<file path="src/rtl/flog_arbiter_if.sv">
// Requester-side bus of flog_arbiter: N_REQ request channels and N_REQ response channels
// that share one result bus.
// Handshake: a beat transfers on a rising clk edge where valid and ready are both 1. The
// arbiter holds rsp_valid_o/rsp_data_o stable until the owner's rsp_ready_i takes the result.
interface flog_arbiter_if #(parameter int N_REQ = 4);
  logic [N_REQ-1:0]    req_valid_i;
  logic [16*N_REQ-1:0] req_data_i;
  logic [N_REQ-1:0]    req_ready_o;
  logic [N_REQ-1:0]    rsp_valid_o;
  logic [15:0]         rsp_data_o;
  logic [N_REQ-1:0]    rsp_ready_i;

  modport slave (
    input  req_valid_i, req_data_i, rsp_ready_i,
    output req_ready_o, rsp_valid_o, rsp_data_o
  );

  modport master (
    output req_valid_i, req_data_i, rsp_ready_i,
    input  req_ready_o, rsp_valid_o, rsp_data_o
  );
endinterface

</file>
<file path="src/rtl/flog_arbiter.sv">
// Round-robin front end that shares one bfloat16 log2 core among N_REQ requesters,
// with one operation in flight at a time and a timeout that returns a QNaN.
module flog_arbiter #(
  parameter int N_REQ   = 4,
  parameter int TIMEOUT = 255
) (
  input  logic          clk,
  input  logic          rst,
  flog_arbiter_if.slave bus,
  output logic          core_valid_o,
  output logic          core_sign_o,
  output logic [7:0]    core_exp_o,
  output logic [6:0]    core_fract_o,
  input  logic          core_valid_i,
  input  logic          core_s_i,
  input  logic [7:0]    core_e_i,
  input  logic [6:0]    core_f_i,
  output logic          err_timeout_o,
  input  logic          err_clr_i,
  output logic [1:0]    o_dbg_state
);
  localparam int PW = $clog2(N_REQ);
  localparam int CW = $clog2(TIMEOUT + 1);

  typedef enum logic [1:0] {
    S_IDLE  = 2'd0,
    S_ISSUE = 2'd1,
    S_WAIT  = 2'd2,
    S_RESP  = 2'd3
  } state_t;

  state_t          r_state, w_next;
  logic [PW-1:0]   r_ptr, r_owner, w_gidx, w_cand;
  logic            w_found, w_grant, w_core_hit, w_timeout;
  logic [15:0]     r_operand, r_result;
  logic [CW-1:0]   r_cnt;
  logic            r_err;
  logic [15:0]     w_ops [N_REQ];

  for (genvar g = 0; g < N_REQ; g++) begin : g_ops
    assign w_ops[g] = bus.req_data_i[16*g +: 16];
  end

  // Search starts at r_ptr and wraps; the first valid requester found wins.
  always_comb begin
    w_found = 1'b0;
    w_gidx  = '0;
    w_cand  = '0;
    for (int k = 0; k < N_REQ; k++) begin
      w_cand = PW'((int'(r_ptr) + k) % N_REQ);
      if (!w_found && bus.req_valid_i[w_cand]) begin
        w_found = 1'b1;
        w_gidx  = w_cand;
      end
    end
  end

  always_ff @(posedge clk) begin
    if (rst) r_state <= S_IDLE;
    else     r_state <= w_next;
  end

  // All handshake outputs are forced low while rst is held, whatever the state.
  always_comb begin
    w_next          = r_state;
    w_grant         = 1'b0;
    w_core_hit      = 1'b0;
    w_timeout       = 1'b0;
    core_valid_o    = 1'b0;
    bus.req_ready_o = '0;
    bus.rsp_valid_o = '0;
    if (!rst) begin
      case (r_state)
        S_IDLE: begin
          if (w_found) begin
            w_grant         = 1'b1;
            bus.req_ready_o = N_REQ'(1) << w_gidx;
            w_next          = S_ISSUE;
          end
        end
        S_ISSUE: begin
          core_valid_o = 1'b1;
          w_next       = S_WAIT;
        end
        S_WAIT: begin
          if (core_valid_i) begin
            w_core_hit = 1'b1;
            w_next     = S_RESP;
          end else if (r_cnt == CW'(TIMEOUT - 1)) begin
            w_timeout = 1'b1;
            w_next    = S_RESP;
          end
        end
        S_RESP: begin
          bus.rsp_valid_o = N_REQ'(1) << r_owner;
          if (bus.rsp_ready_i[r_owner]) w_next = S_IDLE;
        end
        default: w_next = S_IDLE;
      endcase
    end
  end

  // The core gets TIMEOUT full WAIT cycles to answer; an answer in the last one still wins.
  always_ff @(posedge clk) begin
    if (rst) begin
      r_ptr     <= '0;
      r_owner   <= '0;
      r_operand <= '0;
      r_result  <= '0;
      r_cnt     <= '0;
      r_err     <= 1'b0;
    end else begin
      if (w_grant) begin
        r_operand <= w_ops[w_gidx];
        r_owner   <= w_gidx;
        r_ptr     <= (w_gidx == PW'(N_REQ - 1)) ? '0 : w_gidx + 1'b1;
      end
      if (r_state == S_ISSUE)     r_cnt <= '0;
      else if (r_state == S_WAIT) r_cnt <= r_cnt + 1'b1;
      if (w_core_hit)     r_result <= {core_s_i, core_e_i, core_f_i};
      else if (w_timeout) r_result <= 16'h7FC0;
      if (w_timeout)      r_err <= 1'b1;
      else if (err_clr_i) r_err <= 1'b0;
    end
  end

  assign core_sign_o    = r_operand[15];
  assign core_exp_o     = r_operand[14:7];
  assign core_fract_o   = r_operand[6:0];
  assign bus.rsp_data_o = rst ? 16'h0000 : r_result;
  assign err_timeout_o  = r_err;
  assign o_dbg_state    = r_state;
endmodule

</file>
<file path="src/flat_wrapper.sv">
// flat-port wrapper written by rule: the top's interface ports become plain ports
module flog_arbiter_flat 
#(
  parameter int N_REQ   = 4,
  parameter int TIMEOUT = 255
)
  (clk, rst, core_valid_o, core_sign_o, core_exp_o, core_fract_o, core_valid_i, core_s_i, core_e_i, core_f_i, err_timeout_o, err_clr_i, o_dbg_state, bus_req_valid_i, bus_req_data_i, bus_rsp_ready_i, bus_req_ready_o, bus_rsp_valid_o, bus_rsp_data_o);
  flog_arbiter_if #(.N_REQ(N_REQ)) bus_i ();
  input  logic clk;
  input  logic rst;
  output logic core_valid_o;
  output logic core_sign_o;
  output logic [7:0] core_exp_o;
  output logic [6:0] core_fract_o;
  input  logic core_valid_i;
  input  logic core_s_i;
  input  logic [7:0] core_e_i;
  input  logic [6:0] core_f_i;
  output logic err_timeout_o;
  input  logic err_clr_i;
  output logic [1:0] o_dbg_state;
  input wire logic [$bits(bus_i.req_valid_i)-1:0] bus_req_valid_i;
  input wire logic [$bits(bus_i.req_data_i)-1:0] bus_req_data_i;
  input wire logic [$bits(bus_i.rsp_ready_i)-1:0] bus_rsp_ready_i;
  output wire logic [$bits(bus_i.req_ready_o)-1:0] bus_req_ready_o;
  output wire logic [$bits(bus_i.rsp_valid_o)-1:0] bus_rsp_valid_o;
  output wire logic [$bits(bus_i.rsp_data_o)-1:0] bus_rsp_data_o;
  assign bus_i.req_valid_i = bus_req_valid_i;
  assign bus_i.req_data_i = bus_req_data_i;
  assign bus_i.rsp_ready_i = bus_rsp_ready_i;
  assign bus_req_ready_o = bus_i.req_ready_o;
  assign bus_rsp_valid_o = bus_i.rsp_valid_o;
  assign bus_rsp_data_o = bus_i.rsp_data_o;
  flog_arbiter #(.N_REQ(N_REQ), .TIMEOUT(TIMEOUT)) u_core (.clk(clk), .rst(rst), .bus(bus_i), .core_valid_o(core_valid_o), .core_sign_o(core_sign_o), .core_exp_o(core_exp_o), .core_fract_o(core_fract_o), .core_valid_i(core_valid_i), .core_s_i(core_s_i), .core_e_i(core_e_i), .core_f_i(core_f_i), .err_timeout_o(err_timeout_o), .err_clr_i(err_clr_i), .o_dbg_state(o_dbg_state));
endmodule
</file>
<file path="config.mk">
export PLATFORM = sky130hd
export DESIGN_NAME = flog_arbiter_flat
export DESIGN_NICKNAME = d
export VERILOG_FILES = /design/src/rtl/flog_arbiter_if.sv /design/src/rtl/flog_arbiter.sv /design/src/flat_wrapper.sv
export SDC_FILE = /design/constraint.sdc
export NUM_CORES = 1
export LEC_CHECK = 0
export BUFFER_PORTS_ARGS = -buffer_cell sky130_fd_sc_hd__buf_2
export CAP_MARGIN = 20
export CELL_PAD_IN_SITES_DETAIL_PLACEMENT = 1
export CELL_PAD_IN_SITES_GLOBAL_PLACEMENT = 1
export CORE_MARGIN = 3
export CORE_UTILIZATION = 25
export CTS_CLUSTER_DIAMETER = 30
export DETAILED_ROUTE_END_ITERATION = 6
export GPL_ROUTABILITY_DRIVEN = 0
export PLACE_DENSITY_LB_ADDON = 0.1
export SYNTH_ARGS = -nofsm -noshare
export SYNTH_HDL_FRONTEND = slang
export SYNTH_SLANG_ARGS = --single-unit
</file>
<file path="constraint.sdc">
create_clock -name clk -period 3.75 [get_ports clk]
set_clock_uncertainty 0.1 [all_clocks]
set_input_delay 0 -clock clk [delete_from_list [all_inputs] [get_ports clk]]
set_output_delay 0 -clock clk [all_outputs]
set_load 0.005 [all_outputs]
</file>
-- After elaboration in Yosys (flattened, before gate mapping)
Cells that the tools add are included.
- input port bits: 92
- word-level logic and storage cells: 89
- register bits after elaboration: 47
- multiplexer cells: 49
- bitwise gates (word level): 1
- add/subtract/negate cells: 5
- reduce and logical (&&, ||, !) cells: 11
- eq/ne operators: 8
- shifts and indexed selects: 2
- order comparisons: 6
- operators by type and width (kind ; number):
    16-bit 2-to-1 mux ; 5
    16-bit binary-select mux with 2-bit select ; 1
    1-bit 2-to-1 mux ; 23
    4-bit 2-to-1 mux ; 5
    2-bit 2-to-1 mux ; 9
    2-bit by 3-bit < comparator with 1-bit output (second input constant) ; 5
    1-bit binary-select mux with 2-bit select ; 5
    8-bit by 1-bit adder with 8-bit output (second input constant) ; 1
    8-bit equality test (second input constant) ; 1
    2-bit one-hot mux with 4 select lines ; 1
    1-bit by 2-bit left shift with 4-bit output (first input constant) ; 2
    2-bit equality test (second input constant) ; 3
    2-bit by 1-bit adder with 2-bit output (second input constant) ; 2
    2-bit adder (second input constant) ; 2
    2-bit by 1-bit != test with 1-bit output (second input constant) ; 2
    2-bit nonzero test ; 2
    3-bit >= comparator (second input constant) ; 1
    1-bit logical AND ; 3
    1-bit zero test ; 3
    3-bit by 2-bit != test with 1-bit output (second input constant) ; 1
    2-bit inverter with 3-bit output ; 1
    3-bit AND reduction ; 1
    2-bit by 1-bit equality test with 1-bit output (second input constant) ; 1
    2-bit zero test ; 1
    2-bit OR reduction ; 1

-- Depth between registers and ports, before layout
Gate-level depths: netlist of the first run.
- depth after elaboration: 16
- gate-level depth with buffers: 9
- mapped depth without buffers: 7

-- Worst setup path before layout of the first run
OpenSTA, ideal clock, no wires.
- kind: register -> register
- start point: reg u_core.r_ptr[0]
- end point: reg u_core.r_ptr[0]
- stages on the path, launching flop included: 9
- path slack: 1972 ps
- clock period less this slack: 1778 ps
- data arrival time: 1607 ps
- library setup time: 70 ps
- cells stage by stage: dfxtp_1 nand2b_1 a21oi_1 a211oi_2 buf_6 buf_8 ha_1 or3_1 a21oi_1
- cells in the longest elaborated chain, start to end: 15
- elaborated cells on any way between the ends: 31
- ends and longest elaborated chain (item ; line ; source):
    start: declaration ; flog_arbiter.sv:33 ; logic [PW-1:0] r_ptr, r_owner, w_gidx, w_cand;
    start signal: assignment ; flog_arbiter.sv:116 ; r_ptr <= (w_gidx == PW'(N_REQ - 1)) ? '0 : w_gidx + 1'b1;
    branches (longest 15 deep; another with 2-bit by 1-bit adder with 2-bit output) ; n/a ;
Parallel ways; which one is timed is not known. The select of a mux whose other input is x is not followed.
A chain may end at the register's enable or synchronous reset.

-- Final worst setup path of the first run
- start point: reg u_core.r_ptr[0]
- end point: reg u_core.r_operand[13]
- cells in the longest elaborated chain, start to end: 16
- elaborated cells on any way between the ends: 32
- ends and longest elaborated chain (item ; line ; source):
    branches (longest 16 deep; another with 2-bit by 1-bit adder with 2-bit output) ; n/a ;
    end signal: assignment ; flog_arbiter.sv:114 ; r_operand <= w_ops[w_gidx];
    end: declaration ; flog_arbiter.sv:35 ; logic [15:0] r_operand, r_result;
Parallel ways; which one is timed is not known. The select of a mux whose other input is x is not followed.

==> results.json, run 1 <==
{
  "outcome": "finished clean",
  "hold_viol": 0,
  "synth.yosys.seq_area_share_pct": 36.6,
  "grt_pass1_wl_um": 14000,
  "h-tree-depth": 2,
  "clk_path_buf_depth": 2,
  "post_cts_resized": 0,
  "synthDistinctLibCells": 43,
  "synth_enable_flop_cells": 0,
  "synth_ff_type": "dfxtp_1",
  "cts_tree": "done",
  "num_io_pins": 136,
  "cts_buffers": 5,
  "drtIter0Drc": 51,
  "die_w_um": 107,
  "rsz0062_at_grt": "no",
  "grt_pass1_vias": 2873,
  "synthSimpleGateAreaFrac_pct": 18.1,
  "vias": 2730,
  "layout_min_cycle_time_ns": 3.13,
  "core_um2": 9860,
  "drc": 0,
  "synth_area_um2": 2570,
  "fin_ws_ns": 0.619,
  "slew_viol_final": 0,
  "worst_hold_slack_ns": 0.0177,
  "irDropWorstVdd_mv": 0.172,
  "arrival_ns": 3.22,
  "syn2layout_area_growth_pct": 58.4,
  "max-cap-violations": 0,
  "fmax_ghz": 0.319,
  "dieArea_um2": 11500,
  "wl_per_cell_um": 14.4,
  "clkLatencyLatePin_ns": 0.30,
  "port_buffers": 135,
  "yosys_warnings": 0,
  "power.density_nw_per_um2": 517,
  "overflow": 0,
  "cts.sinks": 47,
  "clk_pin_slew_worst_paths_ns": 0.09,
  "async_reset_ff_share_pct": 0,
  "worstPathRequired_ns": 3.84,
  "via_per_inst": 4.51,
  "synth_top_family_by_area": "simple AND/OR/NAND/NOR gates",
  "antenna_found_initial": 1,
  "drt_pass1_iterations": 4,
  "synth-xor-area-share_pct": 1.71,
  "die_h_um": 107,
  "setup_tns_ns": 0,
  "root_buffer": "clkbuf_8",
  "period_share_pct": 83.5,
  "p_leak_uw": 0.00189,
  "ant_nets": 0,
  "place_hpwl_um": 5780,
  "totalWireLength_um": 8720,
  "grt_max_degree": 49,
  "drive_above_1_share_pct": 34.1,
  "synth_mux_area_share_pct": 14.9,
  "start_util_pct": 26.0,
  "setup.worst_path.start_class": "register",
  "slew_headroom_pct": 35.5,
  "syn-instance-count": 278,
  "ys_ff_latch": 47,
  "cp_max_fo": 38,
  "diodes": 0,
  "rows": 36,
  "setup_viol": 0,
  "globalRouteTotalUtil_pct": 14.8,
  "synth-compound-area-share_pct": 17.4,
  "num-nets-final": 571,
  "synth_nets": 378,
  "hold_path_class": "input port to register",
  "syn-mean-instance-area_um2": 9.24,
  "place_ws_ns": 1.54,
  "end_kind": "register",
  "worst_pin_slew_ns": 0.968,
  "crit_type": "register to register",
  "yosys.area_share.adder_pct": 3.90
}
placed cells by master, fill, tap and decap left out, types with 3 or more instances in the layout:
cell type / instances
buf_2: 135
dlygate4sd3_1: 66
dfxtp_1: 47
nor2_1: 42
mux2i_1: 36
nand2_1: 22
inv_1: 15
a211oi_1: 11
nor2b_1: 10
o221ai_2: 9
ha_1: 8
a22oi_1: 7
o221ai_1: 7
a21oi_1: 6
nand2b_1: 5
clkbuf_8: 5
nand4_1: 4
xor2_1: 4
or3_1: 3
path summary, 6_finish.rpt:
| check | start | end | slack (ns) | cells after the start |
|---|---|---|---|---|
| min reg2reg | u_core.r_result[13] | u_core.r_result[13] | 0.37 | 2 |
| min | bus_req_valid_i[0] | u_core.r_ptr[0] | 0.02 | 4 |
| max | u_core.r_ptr[0] | u_core.r_operand[13] | 0.62 | 8 |
| max reg2reg | u_core.r_ptr[0] | u_core.r_operand[13] | 0.62 | 8 |
layout make-up:
cell class	instances	area [um^2]
Clock buffer	5	68.8
Multi-Input combinational cell	197	1450
Clock inverter	3	20.0
Inverter	16	60.1
Sequential cell	47	941
Fill cell	1169	5800
Tap cell	133	166
Timing Repair Buffer	204	1360
worst max-delay path, cell delays in order (launching register included):
cell and delay (ns):
dfxtp_1 0.38, nand2b_1 0.14, a21oi_1 0.09, a211oi_4 0.20, buf_4 0.52, mux2i_1 0.25, dlygate4sd3_1 0.60, o221ai_2 0.10
dlygate4sd3_1 0.60
through the flow:
stage	total power, uW	util (%)	instance area (um^2)	instances
after detailed placement	1600	33.6	3320	531
after CTS	2130	41.2	4070	605
final	2100	41.2	4070	605
after global placement	1590	33.5	3310	530
after global routing	2280	41.2	4070	605
after floorplan	1350	-	2570	278
state kept, by name, summed over array words and instances (netlist names):
register              count
u_core.r_result          16
u_core.r_ptr              2
u_core.r_operand         16
u_core.err_timeout_o      1
u_core.o_dbg_state        2
u_core.r_cnt              8
u_core.r_owner            2
timing repair:
item / 4_1_cts / 5_1_grt
setup endpoints to repair: 0 / 0
buffers inserted: 0 / 0
hold endpoints to repair: 33 / 0
hold buffers: 66 / 0
synthesized netlist by cell type (7+ instances only):
library cell	count	area, um^2
o221ai_2	9	135
a211oi_1	11	82.6
nand2_1	22	82.6
dfxtp_1	47	941
clkbuf_1	7	26.3
ha_1	8	100
mux2i_1	36	360
nor2_1	42	158
o221ai_1	7	61.3
a22oi_1	7	52.6
inv_1	15	56.3
nor2b_1	10	62.6
routing by layer:
metal	vias up	track usage, %	share of wire, %
li1	1365	-	-
met1	1271	17.5	43
met2	88	27.0	49
met3	4	3.84	7.3
met4	2	2.71	0.45
met5	-	0	0.15
where the power goes:
| group | switching [uW] | total, uW | internal (uW) |
|---|---|---|---|
| Combinational | 481 | 1060 | 579 |
| Sequential | 92.7 | 728 | 636 |
| Clock | 186 | 316 | 130 |
| Total | 759 | 2100 | 1340 |
cells by family (layout without fill, tap and decap cells):
family	count (synthesis)	after routing
buffers and inverters	34	228
AND/OR/NAND/NOR	98	98
multiplexers	37	37
flip-flops	47	47
adder cells (fa/ha/maj)	8	8
AO/OA/AOI/OAI	49	49
XOR/XNOR	5	5
Note: power is estimated with default switching activity, not from simulation.
==> inputs of run 2 (changes only) <==
- clock period: 3.75 -> 2.6 ns (I/O delays scaled with it)
==> run 2 against run 1 <==
  * Worst setup slack got worse by 0.43 ns
  * Combinational power rose by 45%
  * Wire length rose by 10%
  * Largest power group unchanged
  * Critical endpoint is now u_core.r_operand[14]
  * Cell area rose by 5.6%
  * Clock power rose by 60%
  * Total power rose by 47%
  * Utilization rose by 2.3 points
  * First-iteration DRC count rose by 55%
  * Die area did not move
  * Sequential power rose by 44%
==> results.json, run 2 (synthesis results as in run 1) <==
{
  "outcome": "finished clean",
  "irDropWorstVdd_mv": 0.319,
  "reg_top3": "u_core.r_operand: 16 flops, u_core.r_result: 16 flops, u_core.r_cnt: 8 flops",
  "cts.sinks": 47,
  "grt_util_met3_pct": 3.42,
  "antenna_found_initial": 0,
  "place_ws_ns": 0.616,
  "slew_headroom_pct": 63.0,
  "busiest_layer": "met2",
  "power.density_nw_per_um2": 721,
  "num_io_pins": 136,
  "h-tree-depth": 2,
  "min_to": "u_core.r_ptr[0]",
  "grt_pass1_wl_um": 15400,
  "worst_pin_slew_ns": 0.553,
  "setup.worst_path.start_class": "register",
  "drc": 0,
  "layout_min_cycle_time_ns": 2.41,
  "layout_common_cells": "buf_2 (135), dlygate4sd3_1 (85), dfxtp_1 (47)",
  "die_w_um": 107,
  "drtIter0Drc": 79,
  "clk_pin_slew_worst_paths_ns": 0.09,
  "cp_slowest_cell": "dlygate4sd3_1",
  "p_leak_uw": 0.00196,
  "setup_tns_ns": 0,
  "rrSetupSlack_ns": 0.19,
  "cp_max_fo": 35,
  "post_cts_resized": 0,
  "cts_hold_repair.buffers": 85,
  "start_util_pct": 26.0,
  "fmax_ghz": 0.414,
  "rows": 36,
  "post-cts-setup-buffers": 0,
  "cp_cell_sequence": "nand2b_1 -> a21oi_1 -> a211oi_4 -> buf_12 -> mux2i_1 -> dlygate4sd3_1 -> o221ai_2",
  "grt_max_degree": 36,
  "crit_type": "register to register",
  "num-nets-final": 592,
  "crit_path_max_incr_delay_ns": 0.59,
  "place_hpwl_um": 5970,
  "period_share_pct": 92.8,
  "path_buf_inv": 2,
  "via_per_inst": 4.53,
  "die_h_um": 107,
  "max-cap-violations": 0,
  "core_um2": 9860,
  "overflow": 0,
  "dp.cells": 533,
  "final_core_util_pct": 43.5,
  "use_met1_pct": 19.8,
  "wl_per_cell_um": 15.3,
  "fin_ws_ns": 0.186,
  "critPathTopFamily": "buffers and inverters",
  "dieArea_um2": 11500,
  "reg2reg_depth": 7,
  "grt_pass1_vias": 3094,
  "diodes": 0,
  "arrival_ns": 2.48,
  "end_kind": "register",
  "r2r-start": "u_core.r_ptr[0]",
  "finish.instance_area_um2": 4300,
  "rsz0062_at_grt": "no",
  "dpl-instance-area_um2": 3340,
  "cts_tree": "done",
  "globalRouteTotalUtil_pct": 16.4,
  "use_met2_pct": 29.6,
  "syn2layout_area_growth_pct": 67.3,
  "hold_path_class": "input port to register",
  "root_buffer": "clkbuf_8",
  "slew_viol_final": 0,
  "holdCritStartpoint": "bus_req_valid_i[0]",
  "fin_cells": 626,
  "setup_viol": 0,
  "clkLatencyLatePin_ns": 0.30,
  "final_common_cell": "buf_2",
  "cts_buffers": 5,
  "vias": 2836,
  "drive_above_1_share_pct": 33.1,
  "whs_path_depth": 4,
  "rr_endpoint": "u_core.r_operand[14]",
  "ant_nets": 0,
  "worstPathRequired_ns": 2.67,
  "port_buffers": 135,
  "hold_viol": 0,
  "drt_pass1_iterations": 4,
  "totalWireLength_um": 9580,
  "clk_path_buf_depth": 2
}
-- run 2: changes by cell type in the layout (fill, tap and decap cells not counted), sizes merged --
cell	previous run	this run
clkbuf	5	7
buf	138	140
clkinvlp	2	1
dlygate4sd3	66	85
clkinv	1	0
-- run 2: layout make-up --
type,instances,area [um^2]
Fill cell,1176,5570
Timing Repair Buffer,225,1580
Multi-Input combinational cell,197,1450
Sequential cell,47,941
Tap cell,133,166
Clock buffer,7,96.3
Inverter,16,60.1
Clock inverter,1,7.51
-- run 2: worst reg2reg max path, stage by stage (launching register included) --
cell           delay [ns]
dfxtp_1              0.37
nand2b_1             0.14
a21oi_1              0.10
a211oi_4             0.33
buf_12               0.28
mux2i_1              0.26
dlygate4sd3_1        0.59
o221ai_2             0.11
-- run 2: how the worst max path moves through the flow --
| stage | start | endpoint | slack (ns) | cells past startpoint |
|---|---|---|---|---|
| global route | u_core.r_ptr[0] | u_core.r_operand[2] | 0.03 | 7 |
| global placement | u_core.o_dbg_state[1] | u_core.r_operand[2] | 0.70 | 6 |
| detailed placement | u_core.o_dbg_state[1] | u_core.r_operand[5] | 0.62 | 6 |
| floorplan | u_core.r_ptr[0] | u_core.r_ptr[0] | 0.82 | 8 |
| CTS | u_core.r_ptr[0] | u_core.r_operand[15] | 0.22 | 7 |
| finish | u_core.r_ptr[0] | u_core.r_operand[14] | 0.19 | 7 |
-- run 2: where the power goes --
group / internal, uW / switching, uW / leakage [uW]
combinational: 832 / 706 / 0.00153
clock: 243 / 263 / 0.0000505
sequential: 917 / 136 / 0.000384
total: 1990 / 1100 / 0.00196
-- run 2: stage by stage --
step                hold slack [ns]  power, uW
floorplan                    0.0483       1950
global placement              0.140       2320
detailed placement            0.147       2340
CTS                          0.0314       3130
global route                 0.0775       3330
finish                       0.0341       3100
-- run 2: routing by layer --
layer | up-vias | part of all wire (%) | wire [um]
li1 | 1402 | - | -
met5 | - | 0 | 0
met2 | 88 | 49 | 4720
met1 | 1340 | 44 | 4200
met3 | 6 | 6.2 | 591
met4 | 0 | 0.74 | 71
